File: src/rtl/uart_rx_pkg.sv
// Shared types and constants for the UART receive front end.
// Sample-counter compare points are derived from the oversampling ratio.
package uart_rx_pkg;

    typedef enum logic [2:0] {
        IDLE,
        START,
        DATA,
        STOP,
        BREAK
    } rx_state_t;

    localparam int OVERSAMPLE = 16;
    localparam int SAMPLE_MID = 8;
    localparam int FRAME_BITS = 8;

    localparam logic [3:0] SCNT_EARLY = 4'(SAMPLE_MID - 1);
    localparam logic [3:0] SCNT_MID   = 4'(SAMPLE_MID);
    localparam logic [3:0] SCNT_LATE  = 4'(SAMPLE_MID + 1);
    localparam logic [3:0] SCNT_LAST  = 4'(OVERSAMPLE - 1);

    function automatic logic majority3(input logic a, input logic b, input logic c);
        return (a & b) | (a & c) | (b & c);
    endfunction

endpackage

File: src/rtl/uart_rx_fifo.sv
// Receive byte buffer with occupancy count and registered overrun pulse.
// A push into a full FIFO succeeds only when a pop frees a slot in the same cycle.
module uart_rx_fifo #(
    parameter  int DEPTH = 4,
    parameter  int WIDTH = 8,
    localparam int AW    = $clog2(DEPTH),
    localparam int LW    = AW + 1
) (
    input  logic             clk_i,
    input  logic             reset_i,
    input  logic             push_i,
    input  logic [WIDTH-1:0] push_data_i,
    input  logic             pop_i,
    output logic [WIDTH-1:0] head_o,
    output logic             valid_o,
    output logic [LW-1:0]    level_o,
    output logic             overrun_o
);

    logic [WIDTH-1:0] mem_q [DEPTH];
    logic [AW-1:0]    wr_ptr_q, wr_ptr_d;
    logic [AW-1:0]    rd_ptr_q, rd_ptr_d;
    logic [LW-1:0]    level_q, level_d;
    logic             overrun_q, overrun_d;
    logic             full, empty, do_push, do_pop;

    assign empty   = (level_q == '0);
    assign full    = (level_q == LW'(DEPTH));
    assign do_pop  = pop_i && !empty;
    assign do_push = push_i && (!full || do_pop);

    always_comb begin
        wr_ptr_d  = wr_ptr_q;
        rd_ptr_d  = rd_ptr_q;
        level_d   = level_q;
        overrun_d = push_i && full && !do_pop;
        if (do_push) wr_ptr_d = wr_ptr_q + 1'b1;
        if (do_pop)  rd_ptr_d = rd_ptr_q + 1'b1;
        if (do_push && !do_pop)      level_d = level_q + 1'b1;
        else if (do_pop && !do_push) level_d = level_q - 1'b1;
    end

    always_ff @(posedge clk_i or posedge reset_i) begin
        if (reset_i) begin
            for (int i = 0; i < DEPTH; i++) mem_q[i] <= '0;
            wr_ptr_q  <= '0;
            rd_ptr_q  <= '0;
            level_q   <= '0;
            overrun_q <= 1'b0;
        end else begin
            if (do_push) mem_q[wr_ptr_q] <= push_data_i;
            wr_ptr_q  <= wr_ptr_d;
            rd_ptr_q  <= rd_ptr_d;
            level_q   <= level_d;
            overrun_q <= overrun_d;
        end
    end

    assign head_o    = mem_q[rd_ptr_q];
    assign valid_o   = !empty;
    assign level_o   = level_q;
    assign overrun_o = overrun_q;

endmodule

File: src/rtl/uart_rx_deser.sv
// 8N1 UART receiver: pin synchroniser, oversample tick, majority-vote frame FSM,
// receive FIFO and occupancy-driven rts.
module uart_rx_deser
    import uart_rx_pkg::*;
#(
    parameter  int FIFO_DEPTH    = 4,
    parameter  int RTS_THRESHOLD = 3,
    parameter  int DIV_WIDTH     = 16,
    localparam int LW            = $clog2(FIFO_DEPTH) + 1
) (
    input  logic                 clk_i,
    input  logic                 reset_i,
    input  logic [DIV_WIDTH-1:0] rate_i,
    input  logic                 rx_i,
    output logic [7:0]           rx_data_o,
    output logic                 rx_valid_o,
    input  logic                 rx_ready_i,
    output logic [LW-1:0]        rx_level_o,
    output logic                 rts_o,
    output logic                 framing_error_o,
    output logic                 overrun_o
);

    rx_state_t              state_q, state_d;
    logic [1:0]             sync_q;
    logic [DIV_WIDTH-1:0]   tcnt_q, tcnt_d;
    logic [DIV_WIDTH-1:0]   rate_q, rate_d;
    logic [3:0]             scnt_q, scnt_d;
    logic [2:0]             bitcnt_q, bitcnt_d;
    logic [FRAME_BITS-1:0]  shreg_q, shreg_d;
    logic                   s_early_q, s_early_d;
    logic                   s_mid_q, s_mid_d;
    logic                   ferr_q, ferr_d;
    logic                   rts_q, rts_d;
    logic                   rxs, tick, decide, bit_end, bit_val, push;

    assign rxs     = sync_q[1];
    assign tick    = (tcnt_q == rate_q);
    assign decide  = tick && (scnt_q == SCNT_LATE);
    assign bit_end = tick && (scnt_q == SCNT_LAST);
    assign bit_val = majority3(s_early_q, s_mid_q, rxs);

    // The divisor is only reloaded at a wrap so a rate change never truncates a tick.
    always_comb begin
        tcnt_d = tick ? '0 : tcnt_q + 1'b1;
        rate_d = tick ? rate_i : rate_q;
    end

    always_comb begin
        state_d   = state_q;
        scnt_d    = scnt_q;
        bitcnt_d  = bitcnt_q;
        shreg_d   = shreg_q;
        s_early_d = s_early_q;
        s_mid_d   = s_mid_q;
        ferr_d    = 1'b0;
        push      = 1'b0;
        if (tick) begin
            scnt_d = scnt_q + 4'd1;
            if (scnt_q == SCNT_EARLY) s_early_d = rxs;
            if (scnt_q == SCNT_MID)   s_mid_d   = rxs;
        end
        case (state_q)
            IDLE: begin
                if (!rxs) begin
                    state_d = START;
                    scnt_d  = '0;
                end
            end
            START: begin
                if (decide && bit_val) begin
                    state_d = IDLE;
                end else if (bit_end) begin
                    state_d  = DATA;
                    bitcnt_d = '0;
                end
            end
            DATA: begin
                if (decide) shreg_d = {bit_val, shreg_q[FRAME_BITS-1:1]};
                if (bit_end) begin
                    if (bitcnt_q == 3'(FRAME_BITS - 1)) state_d = STOP;
                    else bitcnt_d = bitcnt_q + 3'd1;
                end
            end
            STOP: begin
                // Leaving at mid-stop gives half a bit of slack for a fast sender.
                if (decide) begin
                    if (bit_val) begin
                        push    = 1'b1;
                        state_d = IDLE;
                    end else begin
                        ferr_d  = 1'b1;
                        state_d = BREAK;
                    end
                end
            end
            BREAK: begin
                if (rxs) state_d = IDLE;
            end
            default: state_d = IDLE;
        endcase
    end

    assign rts_d = (int'(rx_level_o) < RTS_THRESHOLD);

    always_ff @(posedge clk_i or posedge reset_i) begin
        if (reset_i) begin
            state_q   <= IDLE;
            sync_q    <= 2'b11;
            tcnt_q    <= '0;
            rate_q    <= '0;
            scnt_q    <= '0;
            bitcnt_q  <= '0;
            shreg_q   <= '0;
            s_early_q <= 1'b0;
            s_mid_q   <= 1'b0;
            ferr_q    <= 1'b0;
            rts_q     <= 1'b0;
        end else begin
            state_q   <= state_d;
            sync_q    <= {sync_q[0], rx_i};
            tcnt_q    <= tcnt_d;
            rate_q    <= rate_d;
            scnt_q    <= scnt_d;
            bitcnt_q  <= bitcnt_d;
            shreg_q   <= shreg_d;
            s_early_q <= s_early_d;
            s_mid_q   <= s_mid_d;
            ferr_q    <= ferr_d;
            rts_q     <= rts_d;
        end
    end

    uart_rx_fifo #(
        .DEPTH (FIFO_DEPTH),
        .WIDTH (FRAME_BITS)
    ) u_fifo (
        .clk_i       (clk_i),
        .reset_i     (reset_i),
        .push_i      (push),
        .push_data_i (shreg_q),
        .pop_i       (rx_ready_i),
        .head_o      (rx_data_o),
        .valid_o     (rx_valid_o),
        .level_o     (rx_level_o),
        .overrun_o   (overrun_o)
    );

    assign rts_o           = rts_q;
    assign framing_error_o = ferr_q;

endmodule

File: config.mk
export PLATFORM = sky130hd
export DESIGN_NAME = uart_rx_deser
export DESIGN_NICKNAME = d
export VERILOG_FILES = /design/src/rtl/uart_rx_pkg.sv /design/src/rtl/uart_rx_fifo.sv /design/src/rtl/uart_rx_deser.sv
export SDC_FILE = /design/constraint.sdc
export NUM_CORES = 1
export LEC_CHECK = 0
export ABC_AREA = 1
export CAP_MARGIN = 30
export CELL_PAD_IN_SITES_DETAIL_PLACEMENT = 1
export CELL_PAD_IN_SITES_GLOBAL_PLACEMENT = 2
export CORE_MARGIN = 4
export CORE_UTILIZATION = 25
export CTS_CLUSTER_SIZE = 12
export DETAILED_ROUTE_END_ITERATION = 10
export DONT_BUFFER_PORTS = 1
export GPL_TIMING_DRIVEN = 0
export PLACE_DENSITY = 0.66
export RECOVER_POWER = 50
export SYNTH_ARGS = -nofsm -noshare
export SYNTH_HDL_FRONTEND = slang
export SYNTH_SLANG_ARGS = --single-unit
File: constraint.sdc
create_clock -name clk_i -period 7.8 [get_ports clk_i]
set_clock_uncertainty 0.15 [all_clocks]
set_input_delay 1.95 -clock clk_i [delete_from_list [all_inputs] [get_ports clk_i]]
set_output_delay 1.95 -clock clk_i [all_outputs]
set_load 0.02 [all_outputs]
==> flow_metrics.py, run 1 <==
metrics = {
    "status": {
        "status": "finished with violations",
        "failed_checks": "capacitance limit, slew limit",
    },
    "critical_path": {
        "end_kind": "output port",
        "path_common_cell": "clkbuf_1",
        "required_ns": 5.70,
        "crit_buf_inv": 3,
        "cp.depth": 5,
        "cp_max_fo": 10,
        "max_stage_delay_ns": 0.46,
        "worstPathArrival_ns": 2.26,
        "cp_cell_sequence": "clkbuf_1, inv_1, clkbuf_1, o21ai_0, o22ai_1",
        "startpoint_type": "register",
        "crit_type": "register to output port",
        "cp_top_family": "buffers and inverters",
        "rr_startpoint": "tcnt_q[2]",
        "r2r_slack_ns": 4.54,
        "timing.rr.end": "u_fifo.level_o[1]",
        "reg2reg_depth": 14,
        "crit_path_top_delay_cell": "o22ai_1",
    },
    "layout": {
        "mostFrequentLayoutCells": "nand2_1 (202), dfrtp_1 (94), nor2_1 (53), inv_1 (47), o21ai_0 (45)",
        "antennaDiodeCount": 0,
        "area_growth_pct": 13.31,
        "final_common_cell": "nand2_1",
        "fin_nets": 637,
        "fill_cells": 2229,
        "drive_above_1_share_pct": 6.721,
    },
    "clock_network": {
        "clk_latency_ns": 0.35,
        "cts_tree": "built",
        "cts_max_level": 3,
        "cts_setup_buffers": 0,
        "clock_path_buffers": 2,
        "cts.sinks": 96,
        "cts_resized": 0,
        "clock-root-buffer": "clkbuf_16",
        "holdBufCountCts": 0,
        "clk_pin_slew_ns": 0.07,
        "cts_buffers": 9,
    },
    "routing": {
        "wire_per_inst_um": 15.25,
        "first_iter_violations": 130,
        "via_count": 3891,
        "antenna_left": 0,
        "drt_wl_total_um": 12800,
        "dr.pass1.iters": 4,
        "drc_errors": 0,
        "vias_per_cell": 4.638,
    },
    "yosys": {
        "syn_inst": 593,
        "syn-num-nets": 625,
        "synth_edf_count": 0,
        "synth_seq_area_share_pct": 50.97,
        "synth_area_per_cell_um2": 7.957,
        "yosysUniqueCellTypes": 30,
        "ys_ff_latch": 96,
        "synth_area_um2": 4718,
        "synthFlopType": "dfrtp_1",
        "async_flop_share_pct": 100.0,
        "yosys_warnings": 0,
    },
    "timing": {
        "rsz0062_at_grt": "false",
        "finalSetupViolations": 0,
        "min_period_ns": 4.358,
        "tightest_slew_ns": 1.834,
        "slew-limit-headroom_pct": -22.96,
        "max_freq_ghz": 0.2295,
        "hold_viol_final": 0,
        "setup_tns_ns": 0,
        "hold_ws_ns": 0.2067,
        "maxSlewViolCount": 37,
        "fin_crit_sh_pct": 55.87,
    },
    "floorplanning": {
        "ioPinCount": 35,
        "start_util_pct": 25.83,
        "die_x_um": 145.4,
        "die-area_um2": 21140,
        "std_cell_rows": 49,
        "coreArea_um2": 18270,
        "dieHeight_um": 145.4,
    },
    "hold_path": {
        "hold_depth": 0,
        "min-delay-start": "sync_q[0]",
        "min_path_type": "register to register",
        "hold_path_end": "sync_q[1]",
    },
    "grt": {
        "gr-usage-all-layers_pct": 12.85,
        "antenna_found_initial": 0,
        "grt_pass1_wl_um": 22040,
        "grt_start_max_net_pins": 61,
        "grt_pass1_vias": 4229,
        "global_route.overflow_total": 0,
    },
    "place": {
        "gp_congestion": 0.7550,
        "io_buffer_count": 0,
        "dp_hpwl_um": 9376,
    },
    "pwr": {
        "ir_drop_v": 0.0001053,
        "p_leak_nw": 2.631,
        "power_density_nw_per_um2": 232.7,
    },
    "job": {
        "maxCapViolCount": 1,
    },
}
-- worst max path at each step --
stage,start,to,slack (ns)
after floorplan,reset_i,bitcnt_q[0],3.20
after global placement,reset_i,s_mid_q,1.80
after detailed placement,rx_ready_i,u_fifo.level_o[1],3.56
after CTS,u_fifo.rd_ptr_q[0],rx_data_o[0],3.38
after global routing,u_fifo.rd_ptr_q[0],rx_data_o[0],3.24
final,u_fifo.rd_ptr_q[0],rx_data_o[0],3.44
-- cell families after synthesis --
group                    synth area share [%]
multiplexers                           0.2386
AO/OA/AOI/OAI                           7.638
AND/OR/NAND/NOR                         30.44
flip-flops                              50.97
adder cells (fa/ha/maj)                 3.341
XOR/XNOR                               0.9281
buffers and inverters                   6.444
-- layer usage --
metal	global-route usage, %	vias up	part of all wire (%)
met5	0	-	0
met4	4.179	0	1.5
met3	2.709	13	2.8
met2	21.45	43	49
met1	16.68	1894	47
li1	-	1941	-
-- synthesized netlist by cell type, types with 7 or more instances --
cell type	n	area, µm²
inv_2	7	26.28
nand3_1	20	100.1
nor3_1	11	55.05
clkbuf_1	15	56.30
o21ai_0	45	225.2
dfrtp_1	94	2352
a21oi_1	14	70.07
nand2_1	202	758.2
inv_1	48	180.2
o22ai_1	8	50.05
ha_1	11	137.6
nor2_1	52	195.2
nand4_1	35	219.0
-- where the power goes --
part	leakage (nW)	total (W)	switching, W	internal [W]
sequential	1.22	0.000544	0.0000292	0.000515
clock	0.155	0.000474	0.000199	0.000275
combinational	1.26	0.000226	0.000171	0.0000553
-- stage by stage --
step | std cells | total power, W | instance area [µm²] | utilization, % | setup slack, ns
finish | 839 | 0.001244 | 5346 | 29.26 | 3.442
global route | 839 | 0.001316 | 5346 | 29.26 | 3.245
CTS | 839 | 0.001271 | 5353 | 29.30 | 3.378
detailed placement | 823 | 0.0007863 | 5035 | 27.56 | 3.561
global placement | 822 | 0.0007759 | 5005 | 27.39 | 1.795
floorplan | 593 | 0.0007189 | 4718 | - | 3.198
-- worst reg2reg max path, cell delays in order, from the launching register on --
cell and delay, ns:
dfrtp_1 0.45, clkinv_1 0.09, nand2_1 0.06, nand2_1 0.05
nor2_1 0.17, nand2_1 0.10, nor2_1 0.28, nand4_2 0.23
nor2_4 0.33, nand2_1 0.18, inv_2 0.12, ha_1 0.15
inv_1 0.07, fa_1 0.44, mux2_2 0.28
-- flip-flops by register name, indices dropped and copies added (netlist names) --
signal,cells
scnt_q,4
tcnt_q,16
framing_error_o,1
shreg_q,8
state_q,3
s_mid_q,1
u_fifo.wr_ptr_q,2
rts_o,1
u_fifo.level_o,3
u_fifo.rd_ptr_q,2
u_fifo.overrun_o,1
sync_q,2
s_early_q,1
u_fifo.mem_q,32
bitcnt_q,3
rate_q,16
-- layout make-up --
cell class	instances	area, µm²	area share (%)
buffer	21	91.34	1.708
clock buffer	12	266.5	4.985
clock inverter	4	51.30	0.9595
inverter	56	211.5	3.955
multi-input combinational	420	2007	37.54
sequential	96	2405	44.98
tap	229	286.5	5.359
timing repair buffer	1	27.53	0.5149
(Power assumes the default switching activity.)
==> inputs of run 2 (changes only) <==
Settings changed: PLACE_DENSITY 0.66 to 0.68.
Clock period 7.8 ns to 3.7 ns, I/O delays scaled along.
==> flow_metrics.py, run 2 (synthesis gave the netlist of run 1 again) <==
metrics = {
    "hold_path": {
        "hold_path_end": "sync_q[1]",
        "min-delay-start": "sync_q[0]",
        "hold_depth": 0,
        "min_path_type": "register to register",
    },
    "floorplanning": {
        "ioPinCount": 35,
        "coreArea_um2": 18270,
        "dieHeight_um": 145.4,
        "die-area_um2": 21140,
        "start_util_pct": 25.83,
        "die_x_um": 145.4,
        "std_cell_rows": 49,
    },
    "critical_path": {
        "cp.depth": 14,
        "crit_buf_inv": 3,
        "cp_top_family": "simple AND/OR/NAND/NOR gates",
        "rr_startpoint": "u_fifo.level_o[0]",
        "required_ns": 3.82,
        "reg2reg_depth": 14,
        "startpoint_type": "register",
        "cp_max_fo": 10,
        "end_kind": "register",
        "worstPathArrival_ns": 3.40,
        "timing.rr.end": "u_fifo.level_o[2]",
        "crit_type": "register to register",
        "crit_path_top_delay_cell": "dfrtp_1",
        "path_common_cell": "nand2_1",
        "r2r_slack_ns": 0.42,
        "cp_cell_sequence": "nor2_1, nand2_1, nand2_1, nand3_1, clkbuf_1, nand2_1, inv_2, ha_1, inv_1, fa_1, nor2_1, nor2_1, nand2_1, xor2_1",
        "max_stage_delay_ns": 0.56,
    },
    "job": {
        "maxCapViolCount": 1,
    },
    "pwr": {
        "power_density_nw_per_um2": 481.6,
        "p_leak_nw": 2.635,
        "ir_drop_v": 0.0002461,
    },
    "timing": {
        "tightest_slew_ns": 2.129,
        "maxSlewViolCount": 51,
        "hold_ws_ns": 0.2056,
        "setup_tns_ns": 0,
        "min_period_ns": 3.280,
        "hold_viol_final": 0,
        "finalSetupViolations": 0,
        "max_freq_ghz": 0.3048,
        "slew-limit-headroom_pct": -42.11,
        "rsz0062_at_grt": "false",
        "fin_crit_sh_pct": 88.66,
    },
    "routing": {
        "wire_per_inst_um": 15.12,
        "antenna_left": 0,
        "vias_per_cell": 4.648,
        "drt_wl_total_um": 12670,
        "dr.pass1.iters": 4,
        "wl_met2_um": 6012,
        "drc_errors": 0,
        "wl_met1_um": 6143,
        "first_iter_violations": 147,
        "via_count": 3895,
        "met3_length_um": 359,
        "top_layer_used": "met4",
    },
    "layout": {
        "fin_nets": 637,
        "largest_register_ffs": 32,
        "final_common_cell": "nand2_1",
        "antennaDiodeCount": 0,
        "fill_cells": 2218,
        "fin_cells": 838,
        "regMostFlops": "u_fifo.mem_q",
        "mostFrequentLayoutCells": "nand2_1 (202), dfrtp_1 (94), nor2_1 (52), inv_1 (48), o21ai_0 (45)",
        "drive_above_1_share_pct": 7.061,
        "area_growth_pct": 12.91,
        "reg_top3": "u_fifo.mem_q x32, rate_q x16, tcnt_q x16",
    },
    "grt": {
        "grt_pass1_wl_um": 21560,
        "gr-usage-all-layers_pct": 12.52,
        "grt_start_max_net_pins": 52,
        "grt_pass1_vias": 4241,
        "antenna_found_initial": 0,
        "global_route.overflow_total": 0,
    },
    "place": {
        "gp_congestion": 0.7947,
        "place.detailed.instances": 823,
        "io_buffer_count": 0,
        "dp_hpwl_um": 9382,
    },
    "clock_network": {
        "clk_pin_slew_ns": 0.06,
        "cts_resized": 0,
        "clock-root-buffer": "clkbuf_16",
        "cts_max_level": 3,
        "clk_latency_ns": 0.35,
        "cts_setup_buffers": 0,
        "clock_path_buffers": 2,
        "cts_tree": "built",
        "cts.sinks": 96,
        "holdBufCountCts": 0,
        "cts_buffers": 9,
    },
    "status": {
        "status": "finished with violations",
        "failed_checks": "capacitance limit, slew limit",
    },
}
-- run 2: worst reg2reg max path, delay by kind of cell (launching register included) --
family,cells,cell delay (ns)
xor+xnor,1,0.14
fa+ha+maj,2,0.54
flops,1,0.56
buf+inv,3,0.72
simple gates,8,1.09
-- run 2: area by class of cell --
cell class	instances	area (µm²)	area share (%)
buffer	21	93.84	1.761
clock buffer	10	239.0	4.486
clock inverter	5	56.30	1.057
inverter	56	210.2	3.946
multi-input combinational	420	2009	37.72
sequential	96	2405	45.14
tap	229	286.5	5.378
timing repair buffer	1	27.53	0.5167
-- run 2: through the flow --
| stage | instance area, µm² | worst slack (ns) | utilization (%) | power, W |
|---|---|---|---|---|
| 2_1_floorplan | 4718 | 0.1229 | - | 0.001516 |
| 3_3_place_gp | 5005 | -1.190 | 27.39 | 0.001629 |
| 3_5_place_dp | 5035 | 0.3685 | 27.56 | 0.001649 |
| 4_1_cts | 5330 | 0.3435 | 29.17 | 0.002625 |
| 5_1_grt | 5328 | 0.1223 | 29.16 | 0.002722 |
| 6_report | 5328 | 0.4197 | 29.16 | 0.002566 |
-- run 2: how the worst max path moves through the flow --
stage | start | to | slack [ns]
floorplan | reset_i | bitcnt_q[0] | 0.12
detailed placement | u_fifo.level_o[0] | u_fifo.level_o[2] | 0.37
global route | u_fifo.level_o[0] | u_fifo.level_o[2] | 0.12
CTS | u_fifo.level_o[0] | u_fifo.level_o[2] | 0.34
finish | u_fifo.level_o[0] | u_fifo.level_o[2] | 0.42
global placement | reset_i | framing_error_o | -1.19
-- run 2: routing by layer --
layer | track usage [%] | up-vias
met4 | 3.609 | 0
li1 | - | 1946
met3 | 3.052 | 10
met5 | 0 | -
met1 | 16.00 | 1900
met2 | 21.15 | 39
-- run 2: power breakdown --
group / total, W / internal (W) / switching, W / leakage, nW
clock network: 0.000952 / 0.000539 / 0.000413 / 0.145
logic: 0.000468 / 0.000116 / 0.000352 / 1.27
registers: 0.00115 / 0.00109 / 0.0000605 / 1.22
